**src/rtl/sysbus_pkg.sv**
```systemverilog
// Shared constants and types for the Sysbus arbiter slice.
package sysbus_pkg;

   localparam int TAG_W  = 13;
   localparam int BEATS  = 8;
   localparam int CNT_W  = $clog2(BEATS);
   localparam int OP_BIT = TAG_W - 1;

   localparam logic OP_READ  = 1'b0;
   localparam logic OP_WRITE = 1'b1;

   localparam logic [CNT_W-1:0] LAST_BEAT = CNT_W'(BEATS - 1);
   localparam logic [63:0]      LINE_MASK = ~64'h3F;

   typedef enum logic [1:0] {
      ST_IDLE  = 2'd0,
      ST_REQ   = 2'd1,
      ST_WDATA = 2'd2,
      ST_RESP  = 2'd3
   } state_t;

   typedef enum logic {
      REQ_F = 1'b0,
      REQ_M = 1'b1
   } req_id_t;

   // Align a byte address down to its 64-byte line.
   function automatic logic [63:0] line_addr(input logic [63:0] addr);
      return addr & LINE_MASK;
   endfunction

endpackage

```
**src/rtl/sysbus_arbiter_rr_pick2.sv**
```systemverilog
// Two-way round-robin pick: a lone requester wins, a tie goes to the
// requester that did not win last time.
module rr_pick2
   import sysbus_pkg::*;
(
   input  logic    valid_f,
   input  logic    valid_m,
   input  req_id_t last_grant,
   output logic    any_valid,
   output req_id_t winner
);

   // Winner selection; winner is only meaningful while any_valid is high.
   always_comb begin
      any_valid = valid_f | valid_m;
      winner    = REQ_F;
      if (valid_f && valid_m)
         winner = (last_grant == REQ_F) ? REQ_M : REQ_F;
      else if (valid_m)
         winner = REQ_M;
   end

endmodule

```
**src/rtl/sysbus_arbiter.sv**
```systemverilog
// Shares one Sysbus master between fetch (F) and load/store (M): round-robin
// arbitration, request/ack handshake, write-beat sequencing for M and
// same-cycle routing of 8-beat read bursts back to the issuer.
//
//   state    | meaning
//   ---------+-----------------------------------------------------------
//   ST_IDLE  | no transaction; arbitrate and latch the winner's request
//   ST_REQ   | bus_reqcyc held with line address/tag until bus_reqack
//   ST_WDATA | M write: stream BEATS write beats from m_wdata
//   ST_RESP  | read: forward BEATS response beats to the owner
module sysbus_arbiter
   import sysbus_pkg::*;
(
   input  logic             clk,
   input  logic             reset_n,
   input  logic             f_req_valid,
   input  logic [63:0]      f_req_addr,
   input  logic [TAG_W-1:0] f_req_tag,
   output logic             f_req_ready,
   output logic             f_resp_valid,
   output logic [63:0]      f_resp_data,
   input  logic             m_req_valid,
   input  logic [63:0]      m_req_addr,
   input  logic [TAG_W-1:0] m_req_tag,
   output logic             m_req_ready,
   output logic             m_resp_valid,
   output logic [63:0]      m_resp_data,
   input  logic [63:0]      m_wdata,
   output logic             m_wdata_ready,
   output logic             bus_reqcyc,
   output logic [63:0]      bus_req,
   output logic [TAG_W-1:0] bus_reqtag,
   input  logic             bus_reqack,
   input  logic             bus_respcyc,
   input  logic [63:0]      bus_resp,
   input  logic [TAG_W-1:0] bus_resptag,
   output logic             bus_respack,
   output logic             err_stray
);

   if (BEATS < 2 || (BEATS & (BEATS - 1)) != 0) begin : g_beats_check
      $error("sysbus_arbiter: BEATS must be a power of two >= 2");
   end

   state_t           state, state_nxt;
   req_id_t          owner, last_grant, winner;
   logic             any_valid;
   logic [63:0]      addr_q;
   logic [TAG_W-1:0] tag_q;
   logic [CNT_W-1:0] cnt;
   logic             is_write;
   logic             unused_f_op;

   // Fetch can never write, so its op bit is replaced rather than used.
   assign unused_f_op = f_req_tag[OP_BIT];
   assign is_write    = (tag_q[OP_BIT] == OP_WRITE);

   rr_pick2 u_pick (
      .valid_f    (f_req_valid),
      .valid_m    (m_req_valid),
      .last_grant (last_grant),
      .any_valid  (any_valid),
      .winner     (winner)
   );

   // State register.
   always_ff @(posedge clk or negedge reset_n) begin
      if (!reset_n) state <= ST_IDLE;
      else          state <= state_nxt;
   end

   // Next state and all bus/requester outputs; outputs are decoded from state
   // so they fall to zero as soon as reset forces ST_IDLE.
   always_comb begin
      state_nxt     = state;
      bus_reqcyc    = 1'b0;
      bus_req       = '0;
      bus_reqtag    = '0;
      f_req_ready   = 1'b0;
      m_req_ready   = 1'b0;
      m_wdata_ready = 1'b0;
      f_resp_valid  = 1'b0;
      f_resp_data   = '0;
      m_resp_valid  = 1'b0;
      m_resp_data   = '0;
      bus_respack   = bus_respcyc & reset_n;
      case (state)
         ST_IDLE: begin
            if (any_valid) state_nxt = ST_REQ;
         end
         ST_REQ: begin
            bus_reqcyc = 1'b1;
            bus_req    = addr_q;
            bus_reqtag = tag_q;
            if (bus_reqack) begin
               f_req_ready = (owner == REQ_F);
               m_req_ready = (owner == REQ_M);
               state_nxt   = is_write ? ST_WDATA : ST_RESP;
            end
         end
         ST_WDATA: begin
            bus_reqcyc    = 1'b1;
            bus_req       = m_wdata;
            bus_reqtag    = tag_q;
            m_wdata_ready = 1'b1;
            if (cnt == LAST_BEAT) state_nxt = ST_IDLE;
         end
         ST_RESP: begin
            if (owner == REQ_F) begin
               f_resp_valid = bus_respcyc;
               f_resp_data  = bus_respcyc ? bus_resp : '0;
            end else begin
               m_resp_valid = bus_respcyc;
               m_resp_data  = bus_respcyc ? bus_resp : '0;
            end
            if (bus_respcyc && cnt == LAST_BEAT) state_nxt = ST_IDLE;
         end
         default: state_nxt = ST_IDLE;
      endcase
   end

   // Request latch, grant history, beat counter and sticky stray-response flag.
   always_ff @(posedge clk or negedge reset_n) begin
      if (!reset_n) begin
         owner      <= REQ_F;
         last_grant <= REQ_M;
         addr_q     <= '0;
         tag_q      <= '0;
         cnt        <= '0;
         err_stray  <= 1'b0;
      end else begin
         if (state == ST_IDLE && any_valid) begin
            owner <= winner;
            if (winner == REQ_F) begin
               addr_q <= line_addr(f_req_addr);
               tag_q  <= {OP_READ, f_req_tag[OP_BIT-1:0]};
            end else begin
               addr_q <= line_addr(m_req_addr);
               tag_q  <= m_req_tag;
            end
         end
         if (state == ST_REQ && bus_reqack)
            last_grant <= owner;
         if (state == ST_WDATA || (state == ST_RESP && bus_respcyc))
            cnt <= (cnt == LAST_BEAT) ? '0 : cnt + 1'b1;
         if (bus_respcyc && (state != ST_RESP || bus_resptag != tag_q))
            err_stray <= 1'b1;
      end
   end

   // The accepted requester must keep valid asserted until its ready pulse.
   a_hold_f: assert property (@(posedge clk) disable iff (!reset_n)
      (state == ST_REQ && owner == REQ_F) |-> f_req_valid);
   a_hold_m: assert property (@(posedge clk) disable iff (!reset_n)
      (state == ST_REQ && owner == REQ_M) |-> m_req_valid);

endmodule

```
**config.mk**
```make
export PLATFORM = sky130hd
export DESIGN_NAME = sysbus_arbiter
export DESIGN_NICKNAME = d
export VERILOG_FILES = /design/src/rtl/sysbus_pkg.sv /design/src/rtl/sysbus_arbiter_rr_pick2.sv /design/src/rtl/sysbus_arbiter.sv
export SDC_FILE = /design/constraint.sdc
export NUM_CORES = 1
export LEC_CHECK = 0
export BUFFER_PORTS_ARGS = -buffer_cell sky130_fd_sc_hd__buf_2
export CORE_AREA = 3 3 197 199
export CTS_CLUSTER_DIAMETER = 40
export DETAILED_ROUTE_END_ITERATION = 10
export DIE_AREA = 0 0 200 202
export GPL_TIMING_DRIVEN = 0
export PLACE_DENSITY = 0.42
export RECOVER_POWER = 25
export SLEW_MARGIN = 10
export SYNTH_ARGS = -nofsm -noshare
export SYNTH_HDL_FRONTEND = slang
export SYNTH_HIERARCHICAL = 1
export SYNTH_SLANG_ARGS = --single-unit
```
**constraint.sdc**
```tcl
create_clock -name clk -period 2.5 [get_ports clk]
set_input_delay 0.625 -clock clk [delete_from_list [all_inputs] [get_ports clk]]
set_output_delay 0.625 -clock clk [all_outputs]
set_load 0.02 [all_outputs]
```
==> out/results.ini, run 1 <==
[critical_path]
rrSetupSlack_ps = 200
cp_data_required_time_ps = 1880
crit_fanout = 10
worstReg2RegEnd = addr_q[10]
cp-startpoint = state[0]
ff2ff_path_depth = 7
cp.arrival_ps = 1830
regToRegStartpoint = state[1]
worstSetupStartpointType = register
critPathCaptureType = output port
path_class = reg2out

[finish]
final_common_cell = buf_2
syn2layout_area_growth_pct = 78.0
final_cell_mix = 430 x buf_2, 148 x and2_1, 86 x buf_4, 76 x dfrtp_1
drive_gt1_share_pct = 52.7
nNetsFinal = 1503

[power_and_ir_drop]
pwr_density_cell_nw_per_um2 = 1210
p_int_uw = 6460
p_sw_uw = 5840
pwr-share-comb_pct = 69.0
p_clk_share_pct = 11.4
p_seq_share_pct = 19.6
vdd_drop_max_mv = 0.467
p_sw_share_pct = 47.5
p_leak_uw = 0.00524

[die]
coreArea_sq_um = 37400
fp.dieH_um = 202
rows = 71
dieArea_sq_um = 40400
die_x_um = 200
initial_utilization_pct = 15.2
pin_count = 514

[grt]
grt-ovfl-total = 0
antenna_found_initial = 18
grt_max_degree = 44
grt_util_all_layers_pct = 18.2
grt_pass1_vias = 7006
grt_pass1_wl_um = 50900

[synthesis]
synthTopCellsByArea = dfrtp_1 34%, and2_1 16%, mux2i_1 12%
syn_area_sq_um = 5700
synth_top_area_share_pct = 34.3
syn-num-nets = 977
ys_warn_count = 6
syn_inst = 669
ys_types = 32
ys_seq_elements = 79
synth-seq-area-share_pct = 34.7
avgSynthCellArea_sq_um = 8.52
synth_top_area_cell = dfrtp_1

[placed_design]
gp_congestion = 0.839
dp_slack_ps = -752
hpwl_um = 32700
port_buffers = 500

[sta]
rsz0062_at_grt = true
relSlewSlack_pct = 52.8
fin_ws_ps = 44.2
fmax_mhz = 407
fin_tns_setup_ps = 0
maxSlewViolCount = 0
setup_violations = 0
skew_ps = 10.9
fin_crit_sh_pct = 98.2
hold_viol = 0
min_period_ps = 2460
tightest_slew_ps = 708

[clock_tree]
clkTransAtPathRegs_ps = 60
cts_tree = done
clock_path_buffers = 2
htree_levels = 3
clock_sinks = 79
clock_latency_ps = 350
cts_buffers = 9
cts-hold-fix-buffers = 0
clock_tree.root_cell = clkbuf_16

[detailed_routing]
viasPerCell = 4.09
drc = 0
dr.pass1.iters = 4
ant_nets = 0
avgRoutedWirePerCell_um = 22.9
vias = 7007
drtIter0Drc = 229
drt_wl_total_um = 39200

[worst_hold_path]
hold_class = in2async

[job]
max_cap_violations = 0

[run_status]
status = finished clean

## flip-flops by register name, indices dropped and copies added, names as in the netlist
register,flops
addr_q,58
cnt,3
err_stray,1
last_grant,1
owner,1
state,2
tag_q,13
## power groups by stage
stage / registers [uW] / clock network (uW) / logic, uW
floorplan: 2210 / 0 / 4320
global placement: 2390 / 0 / 7000
detailed placement: 2390 / 0 / 7020
CTS: 2400 / 1450 / 8030
global route: 2490 / 1510 / 9150
finish: 2410 / 1400 / 8480
## cells in the mapped netlist
cell type and count:
inv_1 5, nand3_1 1, clkbuf_2 2, dfrtp_1 78, xnor2_1 4, a21o_1 2, nor4b_1 1, nand4_1 1
a21oi_1 72, dfstp_2 1, inv_2 1, clkbuf_1 36, mux2i_1 71, nor3_1 2, and2_1 149, nor4_1 2
nor2_1 74, nor2b_1 58, mux2_4 1, a22oi_1 58, ha_1 7, a21boi_1 1, a222oi_1 1, a31oi_1 1
mux2_2 3, and3_1 2, or2_1 1, o21ai_1 1, xor2_1 9, o21ai_0 1, buf_2 21, nand2_1 2
## how the worst max path moves through the flow
stage / endpoint / slack [ps]
after floorplan: bus_req[10] / 130
after global placement: bus_respack / -780
after detailed placement: bus_req[14] / -750
after global routing: bus_req[16] / -30
final: bus_req[41] / 40
after CTS: m_resp_data[33] / -7
## cell type report
type	instances	area (sq um)
fillers	4111	27300
clock inverters	6	67.6
flip-flops and latches	79	1980
inverters	6	27.5
plain buffers	58	554
clock buffers	10	239
repair buffers	516	2980
multi-input cells	525	3650
diodes	2	5.00
well taps	511	639
## metrics by stage
stage	util, %	total power, uW	hold WS [ps]	cells	area (sq um)
after floorplan	-	6540	329	669	5700
after global placement	23.6	9380	493	1680	8840
after detailed placement	23.7	9410	502	1681	8870
after CTS	26.0	11900	268	1708	9720
after global routing	27.1	13100	193	1711	10100
final	27.1	12300	187	1713	10100
## per-layer routing
layer	share of wire, %	global-route usage [%]	vias to the layer above	routed length (um)
li1	-	-	3315	-
met1	34	17.7	3265	13300
met5	0.19	0	-	74
met4	3.1	4.94	10	1220
met2	55	36.9	354	21700
met3	7.4	4.95	63	2880
## worst max-delay path: stages, from the launching register on
cell,delay (ps)
dfrtp_2,460
inv_4,110
ha_4,180
clkbuf_16,180
buf_12,140
a22oi_1,90
nor2b_1,150
buf_4,170
## what timing repair did
item                       CTS  global route
setup endpoints to repair  209           181
pin swaps                    4             0
setup buffers               12             1
gates cloned                 0             2
gates resized for setup    129           152
## cell families after synthesis
group	count (synthesis)	synth area share (%)
muxes	75	13.3
AOI/OAI and AO/OA	137	14.8
buffers and inverters	65	4.79
adders and majority gates	7	1.54
xor gates and xnor gates	13	2.00
and+or+nand+nor	293	28.8
DFF	79	34.7
No activity file was read; power rests on OpenSTA's default activity.
==> inputs of run 2 (changes only) <==
--- a/config.mk
+++ b/config.mk
@@ -6,11 +6,11 @@
 export NUM_CORES = 1
 export LEC_CHECK = 0
 export BUFFER_PORTS_ARGS = -buffer_cell sky130_fd_sc_hd__buf_2
+export CAP_MARGIN = 20
 export CORE_AREA = 3 3 197 199
 export CTS_CLUSTER_DIAMETER = 40
 export DETAILED_ROUTE_END_ITERATION = 10
 export DIE_AREA = 0 0 200 202
-export GPL_TIMING_DRIVEN = 0
 export PLACE_DENSITY = 0.42
 export RECOVER_POWER = 25
 export SLEW_MARGIN = 10
==> run 2 against run 1 <==
Effect of this change: the flow now finishes with violations (negative setup slack); non-clock buffer count shrank 12; critical path depth is the same; clock skew grew 1.0 ps; register-to-register slack gained 260 ps; via count grew 1.7%; sequential cell count is the same; power grew 7.0%; critical path type unchanged; critical endpoint is now bus_req[31].
==> out/results.ini, run 2 (synthesis gave the netlist of run 1 again) <==
[clock_tree]
clock_path_buffers = 2  ; unchanged
cts_tree = done
clock_tree.root_cell = clkbuf_16
cts_buffers = 9  ; unchanged
clock_latency_ps = 360  ; about the same
htree_levels = 3  ; unchanged
clock_sinks = 79  ; unchanged
clkTransAtPathRegs_ps = 70  ; about the same
cts-hold-fix-buffers = 0  ; unchanged

[placed_design]
dp_slack_ps = 205  ; +957 ps
gp_congestion = 0.857  ; +2.2%
hpwl_um = 28500  ; -13%
dpl.cell_count = 1648  ; -2.0%
port_buffers = 500  ; unchanged

[sta]
tightest_slew_ps = 1140  ; +432 ps
fin_tns_setup_ps = -11.9  ; -11.9 ps
setup_violations = 2  ; +2
fin_crit_sh_pct = 100  ; +2.1 points
hold_viol = 0  ; unchanged
rsz0062_at_grt = true
maxSlewViolCount = 0  ; unchanged
fin_ws_ps = -8.19  ; -52.4 ps
skew_ps = 11.9  ; +1.00 ps
whs_ps = 520  ; +333 ps
fmax_mhz = 399  ; -2.1%
relSlewSlack_pct = 23.9  ; -29 points
min_period_ps = 2510  ; +52.4 ps

[power_and_ir_drop]
p_sw_uw = 6080  ; +4.0%
p_seq_share_pct = 18.4  ; -1.2 points
p_leak_uw = 0.00542  ; +3.6%
p_clk_share_pct = 11.2  ; -0.2 points
pwr-share-comb_pct = 70.5  ; +1.5 points
vdd_drop_max_mv = 0.504  ; +7.9%
p_sw_share_pct = 46.2  ; -1.3 points
p_int_uw = 7080  ; +9.7%
pwr_density_cell_nw_per_um2 = 1200  ; -1.0%

[die]
coreArea_sq_um = 37400  ; unchanged
pin_count = 514  ; unchanged
fp.dieH_um = 202  ; unchanged
initial_utilization_pct = 15.2  ; unchanged
dieArea_sq_um = 40400  ; unchanged
die_x_um = 200  ; unchanged
rows = 71  ; unchanged

[detailed_routing]
dr.pass1.iters = 4  ; unchanged
avgRoutedWirePerCell_um = 22.9  ; +0.26%
vias = 7128  ; +1.7%
drt_wl_total_um = 39100  ; -0.32%
ant_nets = 0  ; unchanged
viasPerCell = 4.19  ; +2.3%
drc = 0  ; unchanged
drtIter0Drc = 259  ; +13%

[finish]
nFillCells = 4019  ; -2.2%
drive_gt1_share_pct = 59.1  ; +6.4 points
final_cell_count_no_fill = 1703  ; -0.58%
final_common_cell = buf_2
largest_reg_flops = 58  ; unchanged
top_register = addr_q
nNetsFinal = 1491  ; -0.80%
utilization_pct = 29.3  ; +2.2 points
final_cell_mix = 350 x buf_2, 99 x buf_4, 89 x and2_1, 77 x buf_6, 76 x dfrtp_1
top_regs = addr_q x58, tag_q x13, cnt x3
syn2layout_area_growth_pct = 92.4

[run_status]
status = finished, violations left
violations = negative setup slack

[worst_hold_path]
hold_class = reg2reg

[grt]
antenna_found_initial = 18  ; unchanged
grt_pass1_vias = 6683  ; -4.6%
grt_pass1_wl_um = 47400  ; -6.9%
grt_max_degree = 66  ; +50%
grt_util_all_layers_pct = 16.6  ; -1.7 points
grt-ovfl-total = 0  ; unchanged

[critical_path]
crit_fanout = 5  ; -5
cp_data_required_time_ps = 1880  ; about the same
cp.arrival_ps = 1880  ; +50 ps
path_class = reg2out
critPathCaptureType = output port
worstSetupStartpointType = register

[job]
max_cap_violations = 0  ; unchanged

run 2: metal layers:
layer  track usage, %  up-vias  part of all wire [%]
li1                 -     3310                     -
met1             16.9     3363                    34
met2             33.2      369                    54
met3             3.85       78                   6.8
met4             3.99        8                   4.2
met5                0        -                  0.17
run 2: timing repair:
item / CTS / global route
endpoints found under the setup margin: 189 / 197
buffers inserted: 5 / 11
gates cloned: 4 / 15
endpoints found under the hold margin: 0 / 0
resized for setup: 43 / 330
pin swaps: 1 / 16
run 2: worst max-delay path, cell delays in order (launching register included):
cell and delay, ps:
dfrtp_2 450, inv_4 70, ha_4 220, buf_12 170, buf_4 130, a22oi_1 240, nor2b_1 80, buf_2 170
run 2: worst paths after layout:
kind | depth (start not counted) | end | startpoint | slack, ps
worst max register to register | 8 | state[1] | state[1] | 460
worst min-delay path | 1 | cnt[2] | cnt[2] | 520
min in group asynchronous | 2 | tag_q[10] | reset_n | 790
worst min register to register | 1 | cnt[2] | cnt[2] | 520
max in group asynchronous | 2 | addr_q[18] | reset_n | 930
worst max-delay path | 7 | bus_req[31] | state[1] | -8
run 2: cell type report:
class	instances	area, sq um	share of cell area, %
Timing Repair Buffer	562	4080	37.2
Tap cell	511	639	5.83
Antenna cell	4	10.0	0.0913
Multi-Input combinational cell	525	3910	35.6
Clock inverter	7	97.6	0.890
Inverter	6	27.5	0.251
Clock buffer	9	225	2.05
Sequential cell	79	1980	18.1
run 2: stage by stage:
step	area, sq um	total power, uW
5_1_grt	11000	14000
2_1_floorplan	5700	6540
3_5_place_dp	8940	9220
6_report	11000	13200
3_3_place_gp	8940	9200
4_1_cts	9570	11600
run 2: power by group through the flow:
stage	Clock [uW]	Sequential, uW	Combinational (uW)
after floorplan	0	2210	4320
after global placement	0	2370	6840
after detailed placement	0	2360	6860
after CTS	1510	2370	7700
after global routing	1580	2510	9910
final	1470	2420	9270
==> inputs of run 3 (changes only) <==
--- a/config.mk
+++ b/config.mk
@@ -7,10 +7,11 @@
 export LEC_CHECK = 0
 export BUFFER_PORTS_ARGS = -buffer_cell sky130_fd_sc_hd__buf_2
 export CAP_MARGIN = 20
-export CORE_AREA = 3 3 197 199
+export CORE_AREA = 5 5 199 201
+export CTS_BUF_LIST = sky130_fd_sc_hd__clkbuf_16
 export CTS_CLUSTER_DIAMETER = 40
 export DETAILED_ROUTE_END_ITERATION = 10
-export DIE_AREA = 0 0 200 202
+export DIE_AREA = 0 0 204 206
 export PLACE_DENSITY = 0.42
 export RECOVER_POWER = 25
 export SLEW_MARGIN = 10
==> constraint.sdc (replaced) <==
create_clock -name clk -period 2.99 [get_ports clk]
set_input_delay 0.7475 -clock clk [delete_from_list [all_inputs] [get_ports clk]]
set_output_delay 0.7475 -clock clk [all_outputs]
set_load 0.02 [all_outputs]
==> run 3 against run 2 <==
Effect of this change: sequential power decreased by 19%; highest routed layer unchanged; clock power decreased by 20%; the run ends with max-capacitance violations, max-slew violations left; largest cell class is now multi-input combinational cells; cell count decreased by 2.6%; clock skew about the same; first-iteration DRC count increased by 4.2%; power decreased by 34%.
==> out/results.ini, run 3 (synthesis gave the netlist of run 1 again) <==
[run_status]
status = finished, violations left
violations = max-capacitance violations, max-slew violations

[clock_tree]
clock_latency_ps = 350  ; about the same
clock_sinks = 79  ; unchanged
post_cts_resized = 1  ; -98%
post_cts_buffers = 0  ; -5
cts_tree = done
clock_path_buffers = 2  ; unchanged
clock_tree.root_cell = clkbuf_16
htree_levels = 3  ; unchanged
clkTransAtPathRegs_ps = 70  ; about the same
cts-hold-fix-buffers = 0  ; unchanged
cts_buffers = 9  ; unchanged

[grt]
grt_pass1_vias = 6689  ; +0.090%
grt.busiest_layer = met2
use_met3_pct = 4.86  ; +1.0 points
grt_pass1_wl_um = 45300  ; -4.6%
antenna_found_initial = 11  ; -7
grt_max_degree = 66  ; unchanged
met2_usage_pct = 29.2  ; -4.0 points
grt-ovfl-total = 0  ; unchanged
grt_use_met1_pct = 14.7  ; -2.1 points
grt_util_all_layers_pct = 14.7  ; -1.9 points

[critical_path]
regToRegStartpoint = state[0]
path_class = reg2out
cp.arrival_ps = 2120  ; +240 ps
critPathCaptureType = output port
cp_data_required_time_ps = 2240  ; +360 ps
crit_fanout = 59  ; +54
worstSetupStartpointType = register
ff2ff_path_depth = 6  ; -2
rrSetupSlack_ps = 690  ; +230 ps
worstReg2RegEnd = addr_q[44]

[sta]
fin_ws_ps = 118  ; +126 ps
setup_violations = 0  ; -2
min_period_ps = 2870
tightest_slew_ps = 2070  ; +930 ps
fin_tns_setup_ps = 0  ; +11.9 ps
relSlewSlack_pct = -38.0  ; -62 points
maxSlewViolCount = 36  ; +36
fmax_mhz = 348
skew_ps = 11.7  ; -0.242 ps
hold_viol = 0  ; unchanged
fin_crit_sh_pct = 96.0
rsz0062_at_grt = false

[die]
die_x_um = 204  ; +2.0%
pin_count = 514  ; unchanged
initial_utilization_pct = 15.2  ; unchanged
fp.dieH_um = 206  ; +2.0%
coreArea_sq_um = 37400  ; unchanged
rows = 71  ; unchanged
dieArea_sq_um = 42000  ; +4.0%

[detailed_routing]
drc = 0  ; unchanged
vias = 6636  ; -6.9%
ant_nets = 0  ; unchanged
drt_wl_total_um = 32800  ; -16%
drtIter0Drc = 270  ; +4.2%
avgRoutedWirePerCell_um = 19.8  ; -14%
dr.pass1.iters = 8  ; +4
viasPerCell = 4.00  ; -4.4%

[finish]
largest_reg_flops = 58  ; unchanged
nNetsFinal = 1448  ; -2.9%
design_area_sq_um = 9190  ; -16%
final_cell_mix = 498 x buf_2, 148 x and2_1, 78 x dfrtp_1, 73 x nor2_1, 72 x a21oi_1
top_regs = addr_q x58, tag_q x13, cnt x3
syn2layout_area_growth_pct = 61.3
final_common_cell = buf_2
drive_gt1_share_pct = 47.7  ; -11 points
top_register = addr_q

[placed_design]
gp_congestion = 0.824  ; -3.9%
port_buffers = 500  ; unchanged
hpwl_um = 27400  ; -3.7%
dp_slack_ps = 410  ; +206 ps
dpl-instance-area_sq_um = 8880  ; -0.67%

[job]
max_cap_violations = 1  ; +1

[worst_hold_path]
hp-start = cnt[1]
hold_class = reg2reg
holdPathStages = 1  ; unchanged
hold_path_end = cnt[1]

[power_and_ir_drop]
vdd_drop_max_mv = 0.408  ; -19%
p_leak_uw = 0.00489  ; -9.8%
pwr_density_cell_nw_per_um2 = 947  ; -21%

-- run 3: cell count changes in the layout (fill, tap and decap cells not counted), sizes merged, moves of 2 or more --
cell	change
inv	-3
buf	-32
clkinv	+2
clkbuf	-10
-- run 3: worst max-delay path: stages, from the launching register on --
cell and delay (ps):
dfrtp_1 440, inv_1 110, ha_2 390, buf_12 230
nor2b_1 310, buf_2 230
-- run 3: report_power, final --
part	switching, uW	internal [uW]	leakage, uW
registers	358	1600	0.000872
logic	3390	2180	0.00387
clock network	516	657	0.000146
-- run 3: final cells by class --
class,instances,area [sq um]
Clock inverter,7,78.8
Antenna cell,3,7.51
Fill cell,4190,28200
Multi-Input combinational cell,525,3490
Timing Repair Buffer,519,2750
Clock buffer,9,225
Sequential cell,79,1980
Tap cell,511,639
Inverter,6,22.5
-- run 3: worst max path at each step --
stage                         from  slack [ps]           to  cells past startpoint
final                     state[1]         120  bus_req[14]                      5
after global routing      state[1]          20  bus_req[14]                      5
after global placement    state[0]         390  bus_req[14]                      5
after CTS                 state[1]          40  bus_req[14]                      5
after detailed placement  state[0]         410  bus_req[14]                      5
after floorplan           state[0]         500  bus_req[10]                      6
-- run 3: stage by stage --
step                      util (%)  hold WS, ps  power, uW  std cells
after global routing          24.6          532       9420       1657
final                         24.6          512       8700       1659
after floorplan                  -          452       5460        669
after global placement        23.7          496       7650       1640
after CTS                     24.6          504       8920       1656
after detailed placement      23.7          499       7670       1640
-- run 3: layer usage --
metal  up-vias  share of wire [%]
li1       3208                  -
met4         6                1.6
met3        38                9.3
met5         -               0.14
met1      3055                 34
met2       329                 55
